<file path="config.mk">
export PLATFORM = sky130hd
export DESIGN_NAME = trap_sequencer_flat
export DESIGN_NICKNAME = d
export VERILOG_FILES = /design/src/rtl/trap_sequencer_if.sv /design/src/rtl/trap_sequencer.sv /design/src/flat_wrapper.sv
export SDC_FILE = /design/constraint.sdc
export NUM_CORES = 1
export LEC_CHECK = 0
export ABC_AREA = 1
export BUFFER_PORTS_ARGS = -buffer_cell sky130_fd_sc_hd__buf_4
export CORE_MARGIN = 10
export CORE_UTILIZATION = 35
export CTS_CLUSTER_DIAMETER = 200
export CTS_CLUSTER_SIZE = 28
export DETAILED_ROUTE_END_ITERATION = 8
export GPL_TIMING_DRIVEN = 0
export SLEW_MARGIN = 5
export SYNTH_ARGS = -nofsm -noshare
export SYNTH_HDL_FRONTEND = slang
export SYNTH_SLANG_ARGS = --single-unit
</file>
<file path="constraint.sdc">
create_clock -name clk -period 1.5 [get_ports clk]
set_input_delay 0.225 -clock clk [delete_from_list [all_inputs] [get_ports clk]]
set_output_delay 0.225 -clock clk [all_outputs]
set_load 0.03 [all_outputs]
</file>
<file path="src/rtl/trap_sequencer_if.sv">
// rtl/trap_sequencer_if.sv - Z80 bus signal bundle observed by the trap sequencer
interface trap_sequencer_if;
  logic [15:0] addr;
  logic [7:0]  data;
  logic        m1_n;
  logic        mreq_n;
  logic        iorq_n;
  logic        rd_n;
  logic        wr_n;

  modport master (output addr, data, m1_n, mreq_n, iorq_n, rd_n, wr_n);
  modport slave  (input  addr, data, m1_n, mreq_n, iorq_n, rd_n, wr_n);
endinterface

</file>
<file path="src/rtl/trap_sequencer.sv">
// rtl/trap_sequencer.sv - Z80 I/O trap controller: NMI on port-window hit, ISR freeze until RETN
// Optional handler watchdog enabled by defining TRAP_TIMEOUT_EN.
module trap_sequencer #(
  parameter logic [7:0] TRAP_BASE  = 8'hA0,
  parameter logic [7:0] TRAP_MASK  = 8'hFE,
  parameter int         NMI_CYCLES = 4
`ifdef TRAP_TIMEOUT_EN
  , parameter int       TIMEOUT_CYCLES = 65535
`endif
) (
  input  logic             clk,
  input  logic             reset_n,
  trap_sequencer_if.slave  bus,
  input  logic             trap_en,
  input  logic             flag_clr,
  output logic             record_isr,
  output logic             nmi_n,
  output logic [7:0]       trap_port,
  output logic             trap_wr,
  output logic             in_handler,
  output logic             overrun_flag,
  output logic             timeout_flag
);

  typedef enum logic [2:0] {
    S_IDLE,
    S_WAIT_END,
    S_NMI,
    S_WAIT_VEC,
    S_HANDLER
  } state_t;

  localparam logic [3:0] NMI_LAST = 4'(NMI_CYCLES - 1);

  state_t     state, state_nx;
  logic [3:0] nmi_cnt, nmi_cnt_nx;
  logic       nmi_n_nx;
  logic       capture;
  logic       overrun_set;
  logic       ed_seen, ed_seen_nx;
  logic [7:0] op;
  logic       m1_q;

  logic hit;
  logic m1_rise;
  logic opcode_fetch;
  logic vec_fetch;

`ifdef TRAP_TIMEOUT_EN
  localparam logic [15:0] TO_LAST = 16'(TIMEOUT_CYCLES - 1);
  logic [15:0] wd_cnt;
  logic        timeout_hit;
`endif

  // m1_n=1 keeps interrupt-acknowledge cycles (IORQ with M1) out of the window
  assign hit = !bus.iorq_n && bus.m1_n && (!bus.rd_n || !bus.wr_n) &&
               (((bus.addr[7:0] ^ TRAP_BASE) & TRAP_MASK) == 8'h00);
  assign m1_rise      = bus.m1_n && !m1_q;
  assign opcode_fetch = !bus.m1_n && !bus.mreq_n && !bus.rd_n;
  assign vec_fetch    = !bus.m1_n && !bus.mreq_n && (bus.addr == 16'h0066);

  always_comb begin
    state_nx    = state;
    nmi_cnt_nx  = nmi_cnt;
    nmi_n_nx    = nmi_n;
    capture     = 1'b0;
    overrun_set = 1'b0;
    ed_seen_nx  = ed_seen;
`ifdef TRAP_TIMEOUT_EN
    timeout_hit = 1'b0;
`endif
    case (state)
      S_IDLE: begin
        if (hit && trap_en) begin
          capture  = 1'b1;
          state_nx = S_WAIT_END;
        end
      end
      // The trapping access itself is still on the bus here, so no overrun
      S_WAIT_END: begin
        if (bus.iorq_n) begin
          state_nx   = S_NMI;
          nmi_n_nx   = 1'b0;
          nmi_cnt_nx = NMI_LAST;
        end
      end
      S_NMI: begin
        overrun_set = hit;
        if (nmi_cnt == 4'd0) begin
          nmi_n_nx = 1'b1;
          state_nx = S_WAIT_VEC;
        end else begin
          nmi_cnt_nx = nmi_cnt - 4'd1;
        end
      end
      S_WAIT_VEC: begin
        overrun_set = hit;
        if (vec_fetch) begin
          state_nx   = S_HANDLER;
          ed_seen_nx = 1'b0;
        end
      end
      S_HANDLER: begin
        overrun_set = hit;
        if (m1_rise) begin
          ed_seen_nx = (op == 8'hED);
          if (ed_seen && (op == 8'h45)) state_nx = S_IDLE;
        end
`ifdef TRAP_TIMEOUT_EN
        if (wd_cnt == TO_LAST) begin
          state_nx    = S_IDLE;
          timeout_hit = 1'b1;
        end
`endif
      end
      default: state_nx = S_IDLE;
    endcase
  end

  always_ff @(posedge clk or negedge reset_n) begin
    if (!reset_n) begin
      state        <= S_IDLE;
      nmi_cnt      <= 4'd0;
      nmi_n        <= 1'b1;
      record_isr   <= 1'b1;
      in_handler   <= 1'b0;
      trap_port    <= 8'h00;
      trap_wr      <= 1'b0;
      overrun_flag <= 1'b0;
      ed_seen      <= 1'b0;
      op           <= 8'h00;
      m1_q         <= 1'b1;
    end else begin
      state      <= state_nx;
      nmi_cnt    <= nmi_cnt_nx;
      nmi_n      <= nmi_n_nx;
      record_isr <= (state_nx == S_IDLE);
      in_handler <= (state_nx == S_HANDLER);
      ed_seen    <= ed_seen_nx;
      m1_q       <= bus.m1_n;
      if (capture) begin
        trap_port <= bus.addr[7:0];
        trap_wr   <= !bus.wr_n;
      end
      if (opcode_fetch) op <= bus.data;
      if (overrun_set)   overrun_flag <= 1'b1;
      else if (flag_clr) overrun_flag <= 1'b0;
    end
  end

`ifdef TRAP_TIMEOUT_EN
  // Held at zero outside the handler, so it restarts from zero on every entry
  always_ff @(posedge clk or negedge reset_n) begin
    if (!reset_n) begin
      wd_cnt       <= 16'd0;
      timeout_flag <= 1'b0;
    end else begin
      if (state == S_HANDLER) wd_cnt <= wd_cnt + 16'd1;
      else                    wd_cnt <= 16'd0;
      if (timeout_hit)   timeout_flag <= 1'b1;
      else if (flag_clr) timeout_flag <= 1'b0;
    end
  end
`else
  assign timeout_flag = 1'b0;
`endif

endmodule
</file>
<file path="src/flat_wrapper.sv">
// flat-port wrapper written by rule: the top's interface ports become plain ports
module trap_sequencer_flat 
#(
  parameter logic [7:0] TRAP_BASE  = 8'hA0,
  parameter logic [7:0] TRAP_MASK  = 8'hFE,
  parameter int         NMI_CYCLES = 4

)
  (clk, reset_n, trap_en, flag_clr, record_isr, nmi_n, trap_port, trap_wr, in_handler, overrun_flag, timeout_flag, bus_addr, bus_data, bus_m1_n, bus_mreq_n, bus_iorq_n, bus_rd_n, bus_wr_n);
  trap_sequencer_if bus_i ();
  input  logic clk;
  input  logic reset_n;
  input  logic trap_en;
  input  logic flag_clr;
  output logic record_isr;
  output logic nmi_n;
  output logic [7:0] trap_port;
  output logic trap_wr;
  output logic in_handler;
  output logic overrun_flag;
  output logic timeout_flag;
  input wire logic [$bits(bus_i.addr)-1:0] bus_addr;
  input wire logic [$bits(bus_i.data)-1:0] bus_data;
  input wire logic [$bits(bus_i.m1_n)-1:0] bus_m1_n;
  input wire logic [$bits(bus_i.mreq_n)-1:0] bus_mreq_n;
  input wire logic [$bits(bus_i.iorq_n)-1:0] bus_iorq_n;
  input wire logic [$bits(bus_i.rd_n)-1:0] bus_rd_n;
  input wire logic [$bits(bus_i.wr_n)-1:0] bus_wr_n;
  assign bus_i.addr = bus_addr;
  assign bus_i.data = bus_data;
  assign bus_i.m1_n = bus_m1_n;
  assign bus_i.mreq_n = bus_mreq_n;
  assign bus_i.iorq_n = bus_iorq_n;
  assign bus_i.rd_n = bus_rd_n;
  assign bus_i.wr_n = bus_wr_n;
  trap_sequencer #(.TRAP_BASE(TRAP_BASE), .TRAP_MASK(TRAP_MASK), .NMI_CYCLES(NMI_CYCLES)) u_core (.clk(clk), .reset_n(reset_n), .bus(bus_i), .trap_en(trap_en), .flag_clr(flag_clr), .record_isr(record_isr), .nmi_n(nmi_n), .trap_port(trap_port), .trap_wr(trap_wr), .in_handler(in_handler), .overrun_flag(overrun_flag), .timeout_flag(timeout_flag));
endmodule
</file>
Word level (Yosys, flattened, before mapping)
Index checks and enable logic that the tools add are counted.
{"block": "op_classes", "n_eq_ne": 13, "n_reduce_logical": 27, "addsub": 1, "div_mod_pow": 0, "n_bitwise": 1, "n_mul": 0, "magnitude_cmp": 0, "muxes": 21, "n_shift": 0}
{"op": "3-bit 2-to-1 mux", "count": 6}
{"op": "16-bit by 7-bit == test with 1-bit output (second input constant)", "count": 1}
{"op": "3-bit case mux with 5 select lines", "count": 1}
{"op": "1-bit logical AND", "count": 9}
{"op": "1-bit 2-to-1 mux", "count": 9}
{"op": "3-bit AND reduction", "count": 3}
{"op": "8-bit by 7-bit == test with 1-bit output (second input constant)", "count": 1}
{"op": "8-bit == test (second input constant)", "count": 1}
{"op": "8-bit zero test", "count": 1}
{"op": "4-bit 2-to-1 mux", "count": 2}
{"op": "4-bit case mux with 2 select lines", "count": 1}
{"op": "3-bit by 2-bit == test with 1-bit output (second input constant)", "count": 2}
{"op": "3-bit == test (second input constant)", "count": 2}
{"op": "1-bit zero test", "count": 6}
{"op": "3-bit zero test", "count": 2}
{"op": "2-bit by 1-bit inequality test with 1-bit output (second input constant)", "count": 3}
{"op": "2-bit nonzero test", "count": 3}
{"op": "4-bit zero test", "count": 1}
{"op": "2-bit inequality test (second input constant)", "count": 2}
{"op": "1-bit case mux with 2 select lines", "count": 2}
{"op": "4-bit by 1-bit subtractor with 4-bit output (second input constant)", "count": 1}
{"op": "3-bit by 1-bit == test with 1-bit output (second input constant)", "count": 1}
{"op": "3-bit OR reduction", "count": 1}
{"op": "2-bit NOT", "count": 1}
{"op": "1-bit logical OR", "count": 1}
{"block": "word_totals", "n_memories": 0, "ff_bits": 30, "ramBits": 0, "output_inout_bits": 14, "inputBits": 33, "latch_bits": 0, "word_cells": 74, "romBits": 0}

Depth between registers and ports, before layout
Gate-level depths: netlist of the first run.
{"block": "logic_depth", "depth_word": 8, "ltp_mapped": 9, "ltp_nobuf": 9}

Worst setup path after synthesis of the first run
OpenSTA, ideal clock, no wires.
{"block": "synth_timing", "path_kind": "register -> register", "start": "register u_core.state[1]", "end": "register u_core.trap_wr", "path_buffers": 1, "period_less_slack_ps": 1182, "required_ps": 1381, "setup_ps": 119, "path_slack_ps": 318, "path_stages_with_launch": 7, "t_arrival_ps": 1063, "path_cell_list": "dfrtp_1 -> nor2_1 -> nand3_1 -> nand3b_1 -> buf_2 -> nand2_1 -> o21ai_2"}
{"block": "synth_via", "elab_chain_len": 2}
{"item": "start: declaration", "line_no": "trap_sequencer.sv:35", "rtl": "state_t state, state_nx;"}
{"item": "start signal: assignment", "line_no": "trap_sequencer.sv:134", "rtl": "state <= state_nx;"}
{"item": "3-bit zero test", "line_no": "trap_sequencer.sv:72", "rtl": "case (state)"}
{"item": "1-bit 2-to-1 mux", "line_no": "trap_sequencer.sv:72"}
{"item": "end signal: assignment", "line_no": "trap_sequencer.sv:143", "rtl": "trap_wr <= !bus.wr_n;"}
{"item": "end: declaration", "line_no": "trap_sequencer.sv:19", "rtl": "output logic trap_wr,"}
No other way between the ends.
A chain may end at the register's enable or synchronous reset.

Worst setup path after layout of the first run
{"block": "layout_timing", "start": "register u_core.state[0]", "end": "register u_core.trap_wr"}
The elaborated chain is that of the path after synthesis.

==> results of run 1 <==
placed cells by master, fill, tap and decap left out:
| master | netlist | final |
|---|---|---|
| buf_4 | 1 | 46 |
| nand2_1 | 33 | 33 |
| nor2_1 | 31 | 31 |
| dfrtp_1 | 27 | 27 |
| inv_1 | 25 | 25 |
| nand3_1 | 11 | 11 |
| clkbuf_8 | 0 | 6 |
| mux2_2 | 5 | 5 |
| a21oi_1 | 4 | 4 |
| o21ai_0 | 4 | 4 |
| nor3_1 | 3 | 3 |
| o21ai_2 | 3 | 3 |
| dfstp_2 | 3 | 3 |
| nand2_2 | 2 | 2 |
| nand4_1 | 2 | 2 |
| buf_2 | 2 | 2 |
| xor2_1 | 2 | 2 |
| ha_1 | 2 | 2 |
| or2_0 | 1 | 1 |
| inv_2 | 1 | 1 |
| and2_0 | 1 | 1 |
| nand3b_1 | 1 | 1 |
| nor2_2 | 1 | 1 |
| a31oi_1 | 1 | 1 |
| o211ai_1 | 1 | 1 |
| conb_1 | 1 | 1 |
| clkinv_2 | 0 | 1 |
| clkinvlp_4 | 0 | 1 |
| dlygate4sd3_1 | 0 | 1 |
path summary, 6_finish.rpt:
path / endpoint / cells past startpoint / start
min in group asynchronous: u_core.op[1] / 2 / reset_n
min: u_core.m1_q / 1 / bus_m1_n
max reg2reg: u_core.trap_wr / 6 / u_core.state[0]
min reg2reg: u_core.trap_port[4] / 2 / u_core.trap_port[4]
max in group asynchronous: u_core.m1_q / 2 / reset_n
max: u_core.trap_wr / 6 / u_core.state[0]
flip-flops by register name, indices dropped and copies added, names as in the netlist:
name                 count
u_core.ed_seen           1
u_core.in_handler        1
u_core.m1_q              1
u_core.nmi_cnt           4
u_core.nmi_n             1
u_core.op                8
u_core.overrun_flag      1
u_core.record_isr        1
u_core.state             3
u_core.trap_port         8
u_core.trap_wr           1
metrics by stage:
step | power, mW | instance area, um2 | setup WS, ns | instances
after floorplan | 1.060 | 1414 | 0.3184 | 168
after detailed placement | 1.189 | 1814 | 0.1575 | 263
after global placement | 1.183 | 1814 | 0.1647 | 263
after CTS | 1.891 | 1919 | 0.1372 | 272
final | 1.863 | 1919 | 0.1654 | 272
after global routing | 1.968 | 1919 | 0.04967 | 272
where the power goes:
| group | total (mW) | switching [mW] | internal [mW] |
|---|---|---|---|
| clock network | 0.692 | 0.324 | 0.368 |
| logic | 0.255 | 0.129 | 0.126 |
| registers | 0.916 | 0.0392 | 0.877 |
synthesized netlist by cell type, drive strengths merged (2+ instances only):
library cell	number	area, um2
nand2	35	136.4
nor2	32	122.6
dfrtp	27	675.7
inv	26	97.59
nand3	11	55.05
o21ai	7	46.30
mux2	5	56.30
a21oi	4	20.02
buf	3	17.52
dfstp	3	78.83
nor3	3	15.01
ha	2	25.02
nand4	2	12.51
xor2	2	17.52
final cells by class:
type | instances | area [um2]
Buffer | 3 | 17.52
Clock buffer | 6 | 82.58
Clock inverter | 2 | 12.51
Fill cell | 402 | 2023
Inverter | 26 | 97.59
Multi-Input combinational cell | 109 | 544.3
Sequential cell | 30 | 754.5
Tap cell | 50 | 62.56
Timing Repair Buffer | 46 | 347.8
routing by layer:
layer	up-vias	GRT usage, %	part of all wire [%]
met5	-	0	0
met4	0	4.110	1.3
met3	6	4.199	5.9
met2	32	15.38	44
met1	523	11.86	48
li1	622	-	-
cells by family after synthesis:
kind of cell    share of synthesized area (%)
simple gates                            25.58
flops                                   53.36
buf+inv                                 8.142
compound gates                          5.665
mux                                     3.982
fa+ha+maj                               1.770
xor+xnor                                1.239
other cells                            0.2652
worst max-delay path: stages, from the launching register on:
cell,delay [ns]
dfrtp_1,0.43
nor2_1,0.14
nand3_1,0.08
nand3b_1,0.21
buf_2,0.22
nand2_1,0.09
o21ai_2,0.05
timing repair:
| action | 4_1_cts | 5_1_grt |
|---|---|---|
| setup endpoints to repair | 0 | 0 |
| buffers inserted | 0 | 0 |
| endpoints found under the hold margin | 27 | 0 |
| hold buffers | 1 | 0 |
==> flow_summary_export.csv, run 1 <==
group,metric,value,unit
status,status,"finished, final reports clean",
logic_synthesis,count_of_mapped_cells_out_of_synthesis,168,
sta,period_needed,1.335,ns
logic_synthesis,synth_sequential_area_ratio,53.36,%
placed_design,place.port_buffers,45,
global_routing,grt-ovfl-total,0,
routing,routed_wire_length_per_instance,12.30,um
clock_tree,cts-resized-gates,0,
finish,antenna_cells_inserted,0,
floorplanning,die_width,83.56,um
clock_tree,htreeDepth,2,
global_routing,grt_pass1_vias,1252,
routing,detail-route-antenna-nets,0,
global_routing,grt_antenna_before_repair,0,
clock_tree,clk-insertion-delay-late,0.28,ns
logic_synthesis,synth.net_count,203,
setup_path,critPathCaptureType,"register",
logic_synthesis,syn-mean-instance-area,8.416,um2
routing,first_iter_violations,57,
logic_synthesis,async_reset_ff_share,100.0,%
floorplanning,core_region_area,3943,um2
floorplanning,initial_utilization,35.86,%
setup_path,r2r_setup_slack,0.17,ns
logic_synthesis,synth_cell_types,25,
setup_path,start_kind,"register",
floorplanning,die_extent_in_y,83.56,um
clock_tree,clkSlewWorstSetupHoldPaths,0.07,ns
clock_tree,clkSinkCount,30,
setup_path,worstPathMaxFanout,10,
finish,layout_cell_share_with_drive_strength_beyond_1,31.98,%
sta,clock_skew,0.003170,ns
finish,final_util,48.68,%
floorplanning,die-area,6981,um2
logic_synthesis,synth_area,1414,um2
flow_run,cap_violations,0,
sta,worst_hold_slack,0.07380,ns
clock_tree,root_buf_cell,"clkbuf_8",
logic_synthesis,yosys_warnings,0,
finish,layout-area-overhead-vs-synth,35.75,%
floorplanning,rows,23,
logic_synthesis,dominantRegCellSynth,"dfrtp_1",
placed_design,hpwl,2602,um
clock_tree,cts_inserted_buffers,5,
pwr,pwr_dens,970.9,nW/um2
clock_tree,clockBufferDepth,2,
min_path,holdCritPathClass,"in2reg",
sta,timing_hold_violations_final,0,
logic_synthesis,synth.ff_latch_count,30,
finish,final_nets,256,
pwr,static-leakage-power,1.046,nW
sta,rsz0062_at_grt,"no",
global_routing,grt_first_pass_wirelength,5685,um
global_routing,grt_start_max_net_pins,31,
floorplanning,floorplan.io_pins,47,
routing,wirelength,3345,um
logic_synthesis,synth_edf_count,0,
clock_tree,tritoncts,"done",
pwr,vdd.ir_drop.worst,0.5621,mV
routing,number_of_drc_violations_after_detailed_routing,0,
placed_design,gp_routability_congestion,0.7142,
sta,achievable-frequency,749.3,MHz
setup_path,criticalPathCategory,"reg2reg",
setup_path,worst_endpoint_required_time,1.67,ns
sta,final.period_utilization,88.98,%
routing,via_count,1183,
sta,timing_max_transition_violations_final,0,
routing,detailed_route_vias_per_instance,4.349,
global_routing,grt.total_usage,9.958,%
sta,final_setup_vio_count,0,
setup_path,worst_ep_arrival_time,1.51,ns
routing,drt_first_pass_iters,4,
sta,setup-tns-final,0,ns
Power figures use the tool's default switching activity.
==> run 2: changes to the inputs <==
CORE_ASPECT_RATIO = 1.25   (was default)
CTS_CLUSTER_SIZE = 40   (was 28)
PLACE_DENSITY = 0.67   (was default)
==> flow_summary_export.csv, run 2 (synthesized netlist as in run 1, its figures left out) <==
group,metric,value,unit
pwr,internal-power,1.490,mW
min_path,holdCritPathClass,"in2reg",
global_routing,grt.met3_usage,4.241,%
placed_design,place.port_buffers,45,
routing,drt_first_pass_iters,4,
pwr,combPwrFrac,12.9,%
global_routing,grt-ovfl-total,0,
finish,antenna_cells_inserted,0,
placed_design,postPlaceCellArea,1819,um2
pwr,fin_total_pwr,1.965,mW
global_routing,grt_start_max_net_pins,31,
floorplanning,die-area,6998,um2
routing,number_of_drc_violations_after_detailed_routing,0,
floorplanning,core_region_area,3847,um2
clock_tree,clk-insertion-delay-late,0.29,ns
setup_path,r2r_setup_slack,0.18,ns
clock_tree,htreeDepth,2,
setup_path,worstPathMaxFanout,10,
finish,layout_cell_share_with_drive_strength_beyond_1,31.98,%
floorplanning,initial_utilization,36.75,%
pwr,switchingPower,0.4746,mW
sta,achievable-frequency,758.8,MHz
setup_path,worstPathBufferInverterCount,1,
floorplanning,die_width,76.85,um
placed_design,gp_routability_congestion,0.7815,
flow_run,cap_violations,0,
routing,detailed_route_vias_per_instance,4.301,
finish,largestRegisters,"u_core.op x8, u_core.trap_port x8, u_core.nmi_cnt x4",
finish,seq_area,754.5,um2
global_routing,grt_antenna_before_repair,0,
pwr,static-leakage-power,1.057,nW
setup_path,start_kind,"register",
setup_path,timing.critical_path.cells,"nor2_1 > nand3_1 > nand3b_1 > buf_2 > nand2_1 > o21ai_2",
pwr,clkPwrFrac,40.4,%
setup_path,worst_ep_arrival_time,1.49,ns
status,status,"finished, final reports clean",
global_routing,grt_pass1_vias,1211,
sta,rsz0062_at_grt,"no",
clock_tree,cts-resized-gates,0,
floorplanning,floorplan.io_pins,47,
global_routing,global_route.usage.met1,10.08,%
finish,multi_input_area,544.3,um2
routing,detail-route-antenna-nets,0,
placed_design,hpwl,2596,um
finish,number_of_fill_cells_in_the_layout,399,
setup_path,criticalPathCategory,"reg2reg",
finish,layout_commonest_cell,"buf_4",
global_routing,grt.total_usage,9.666,%
sta,timing_max_transition_violations_final,0,
clock_tree,clkSinkCount,30,
pwr,seqPwrFrac,46.6,%
pwr,vdd.ir_drop.worst,0.6235,mV
pwr,power.switching_fraction,24.15,%
finish,layout_common_cells,"buf_4 (46), nand2_1 (33), nor2_1 (31), dfrtp_1 (27), inv_1 (25)",
setup_path,cp_top_family,"simple AND/OR/NAND/NOR gates",
finish,final_area,1938,um2
pwr,pwr_dens,1014,nW/um2
sta,final_setup_vio_count,0,
sta,setup-tns-final,0,ns
setup_path,timing.critical_path.slowest_stage_cell,"dfrtp_1",
sta,final.period_utilization,87.86,%
floorplanning,die_extent_in_y,91.06,um
finish,layout-area-overhead-vs-synth,37.08,%
clock_tree,root_buf_cell,"clkbuf_8",
routing,routed_wire_length_per_instance,11.68,um
routing,via_count,1187,
sta,timing_hold_violations_final,0,
global_routing,grt_busiest_layer,"met2",
clock_tree,clockBufferDepth,2,
global_routing,gr-usage-met2,16.27,%
finish,final_nets,256,
global_routing,grt_first_pass_wirelength,5485,um
sta,clock_skew,0.004298,ns
clock_tree,tritoncts,"done",
routing,first_iter_violations,64,
setup_path,critPathCaptureType,"register",
sta,period_needed,1.318,ns
setup_path,worst_endpoint_required_time,1.67,ns
clock_tree,clkSlewWorstSetupHoldPaths,0.07,ns
setup_path,worst_path_largest_cell_delay,0.43,ns
floorplanning,rows,25,
clock_tree,cts_inserted_buffers,5,
routing,wirelength,3223,um
[run 2: cell types whose count changed in the layout (fill, tap and decap cells not counted), sizes merged]
cell / change
clkbuf: -1
clkinvlp: -1
clkinv: +1
bufinv: +1
[run 2: final timing paths]
kind / startpoint / to / cells past startpoint
setup reg to reg: u_core.state[0] / u_core.trap_wr / 6
hold reg to reg: u_core.trap_port[7] / u_core.trap_port[7] / 2
max in group asynchronous: reset_n / u_core.record_isr / 2
setup / recovery: u_core.state[0] / u_core.trap_wr / 6
min in group asynchronous: reset_n / u_core.nmi_cnt[3] / 2
hold / removal: bus_m1_n / u_core.m1_q / 1
[run 2: repair_timing]
item / CTS / global route
hold buffers: 1 / 0
endpoints found under the hold margin: 27 / 0
buffers inserted: 0 / 0
[run 2: metal layers]
metal	vias up	wire [um]	part of all wire (%)
li1	623	-	-
met3	7	222	6.9
met5	-	0	0
met2	25	1666	52
met4	0	61	1.9
met1	532	1273	39
[run 2: cell type report]
class                   instances  share of cell area (%)
clock inverters                 3                   2.066
clock buffers                   5                   3.551
flip-flops and latches         30                   38.93
well taps                      54                   3.486
inverters                      26                   5.036
multi-input cells             109                   28.08
plain buffers                   3                  0.9038
repair buffers                 46                   17.95
[run 2: metrics by stage]
step	cells	utilization [%]	worst slack [ns]	hold WS [ns]
after global placement	267	47.28	0.1727	0.1784
after CTS	276	50.37	0.1617	0.05500
after floorplan	168	-	0.3184	-0.07059
after detailed placement	267	47.28	0.1774	0.1797
final	276	50.37	0.1821	0.06310
after global routing	276	50.37	0.04147	0.05227
[run 2: power groups by stage]
stage	logic (mW)	clock network, mW	registers (mW)
2_1_floorplan	0.128	0	0.932
3_3_place_gp	0.253	0	0.929
3_5_place_dp	0.257	0	0.930
4_1_cts	0.260	0.819	0.916
5_1_grt	0.288	0.850	0.921
6_report	0.254	0.795	0.916
[run 2: worst register-to-register path: cells and delay by family, from the launching register on]
kind / cells / cell delay (ns)
compound gates: 1 / 0.05
buf+inv: 1 / 0.22
flops: 1 / 0.43
simple gates: 4 / 0.52
==> run 3: changes to the inputs <==
SETUP_SLACK_MARGIN = 0.5   (was default)
==> flow_summary_export.csv, run 3 (synthesized netlist as in run 1, its figures left out) <==
group,metric,value,unit
status,status,"finished, final reports clean",
setup_path,crit_path_start,"u_core.state[1]",
global_routing,grt-ovfl-total,0,
clock_tree,htreeDepth,2,
setup_path,cp.depth,6,
floorplanning,floorplan.io_pins,47,
setup_path,r2r_setup_slack,0.25,ns
placed_design,gp_routability_congestion,0.7490,
floorplanning,core_region_area,3847,um2
sta,period_needed,1.254,ns
min_path,holdCritPathClass,"in2reg",
finish,final_area,2222,um2
sta,timing_hold_violations_final,0,
setup_path,regToRegStartpoint,"u_core.state[1]",
clock_tree,clk-insertion-delay-late,0.28,ns
setup_path,critPathCaptureType,"register",
sta,timing_max_transition_violations_final,0,
finish,layout_common_cells,"buf_4 (52), nand2_1 (28), nor2_1 (27), dfrtp_1 (26), inv_1 (21)",
setup_path,rr_worst_depth,6,
pwr,vdd.ir_drop.worst,0.6302,mV
setup_path,worst_path_largest_cell_delay,0.45,ns
floorplanning,die_width,76.85,um
pwr,static-leakage-power,1.172,nW
setup_path,start_kind,"register",
sta,clock_skew,0.002588,ns
routing,first_iter_violations,30,
finish,number_of_fill_cells_in_the_layout,360,
min_path,hold-path-cell-count,1,
routing,via_count,1330,
global_routing,grt.total_usage,10.31,%
sta,final.period_utilization,83.58,%
floorplanning,die-area,6998,um2
sta,rsz0062_at_grt,"yes",
routing,detailed_route_vias_per_instance,4.493,
sta,final_setup_vio_count,0,
clock_tree,tritoncts,"done",
placed_design,postPlaceCellArea,1831,um2
routing,drt_first_pass_iters,4,
routing,wirelength,3709,um
placed_design,place.port_buffers,45,
finish,layout-area-overhead-vs-synth,57.17,%
setup_path,timing.critical_path.slowest_stage_cell,"dfrtp_2",
routing,number_of_drc_violations_after_detailed_routing,0,
finish,seq_area,755.7,um2
floorplanning,initial_utilization,36.75,%
pwr,pwr_dens,926.5,nW/um2
floorplanning,rows,25,
clock_tree,clkSinkCount,30,
clock_tree,clkSlewWorstSetupHoldPaths,0.06,ns
setup_path,worst_endpoint_required_time,1.67,ns
global_routing,grt_first_pass_wirelength,5913,um
setup_path,cp_top_family,"simple AND/OR/NAND/NOR gates",
setup_path,criticalPathCategory,"reg2reg",
finish,layout_commonest_cell,"buf_4",
finish,largestRegisters,"u_core.op x8, u_core.trap_port x8, u_core.nmi_cnt x4",
pwr,fin_total_pwr,2.059,mW
setup_path,worstPathBufferInverterCount,1,
setup_path,worstPathMaxFanout,10,
routing,routed_wire_length_per_instance,12.53,um
routing,detail-route-antenna-nets,0,
finish,final_nets,276,
finish,multi_input_area,618.1,um2
floorplanning,die_extent_in_y,91.06,um
setup_path,worst_ep_arrival_time,1.43,ns
flow_run,cap_violations,0,
sta,achievable-frequency,797.6,MHz
sta,setup-tns-final,0,ns
global_routing,grt_start_max_net_pins,31,
clock_tree,root_buf_cell,"clkbuf_8",
finish,antenna_cells_inserted,0,
clock_tree,cts_inserted_buffers,5,
clock_tree,clockBufferDepth,2,
finish,layout_cell_share_with_drive_strength_beyond_1,44.21,%
global_routing,grt_antenna_before_repair,0,
setup_path,timing.critical_path.cells,"nor2_2 > nand3_1 > nand3b_1 > buf_6 > nand2_2 > o21ai_2",
setup_path,critical_r2r_capture,"u_core.trap_wr",
placed_design,hpwl,2582,um
global_routing,grt_pass1_vias,1313,
setup_path,last_element_of_the_critical_path,"u_core.trap_wr",
-- run 3: through the flow --
stage          std cells  hold WS, ns  setup slack, ns  utilization (%)
2_1_floorplan        168     -0.07059           0.3371                -
3_3_place_gp         267       0.1772           0.2369            47.58
3_5_place_dp         267       0.1693           0.2245            47.58
4_1_cts              289      0.07105           0.2483            55.02
5_1_grt              296      0.06634           0.1340            57.76
6_report             296      0.07501           0.2463            57.76
-- run 3: worst min path at each step --
| stage | from | endpoint |
|---|---|---|
| after floorplan | reset_n | u_core.ed_seen |
| after global placement | reset_n | u_core.overrun_flag |
| after detailed placement | reset_n | u_core.trap_port[7] |
| after CTS | bus_m1_n | u_core.m1_q |
| after global routing | bus_m1_n | u_core.m1_q |
| final | bus_m1_n | u_core.m1_q |
-- run 3: layout make-up --
cell class	count	area share, %
multi-input cells	109	27.82
repair buffers	66	24.77
clock inverters	1	1.351
flip-flops and latches	30	34.01
clock buffers	7	3.435
plain buffers	3	1.070
inverters	26	4.505
well taps	54	3.041
-- run 3: metal layers --
metal	GRT usage [%]	part of all wire, %	up-vias
met1	10.65	37	628
met4	3.261	2.3	0
li1	-	-	665
met3	5.621	7.1	7
met2	17.46	54	30
met5	0	0	-
-- run 3: what timing repair did --
| action | CTS | global route |
|---|---|---|
| endpoints found under the hold margin | 27 | 0 |
| pin swaps | 6 | 1 |
| setup buffers | 13 | 7 |
| setup endpoints to repair | 33 | 34 |
| resized for setup | 23 | 14 |
| hold buffers | 1 | 0 |
-- run 3: where the power goes --
part	leakage, nW	switching (mW)	total [mW]	internal [mW]
Sequential	0.369	0.0437	0.922	0.879
Combinational	0.750	0.166	0.358	0.192
Clock	0.0524	0.283	0.778	0.496
Total	1.17	0.492	2.06	1.57
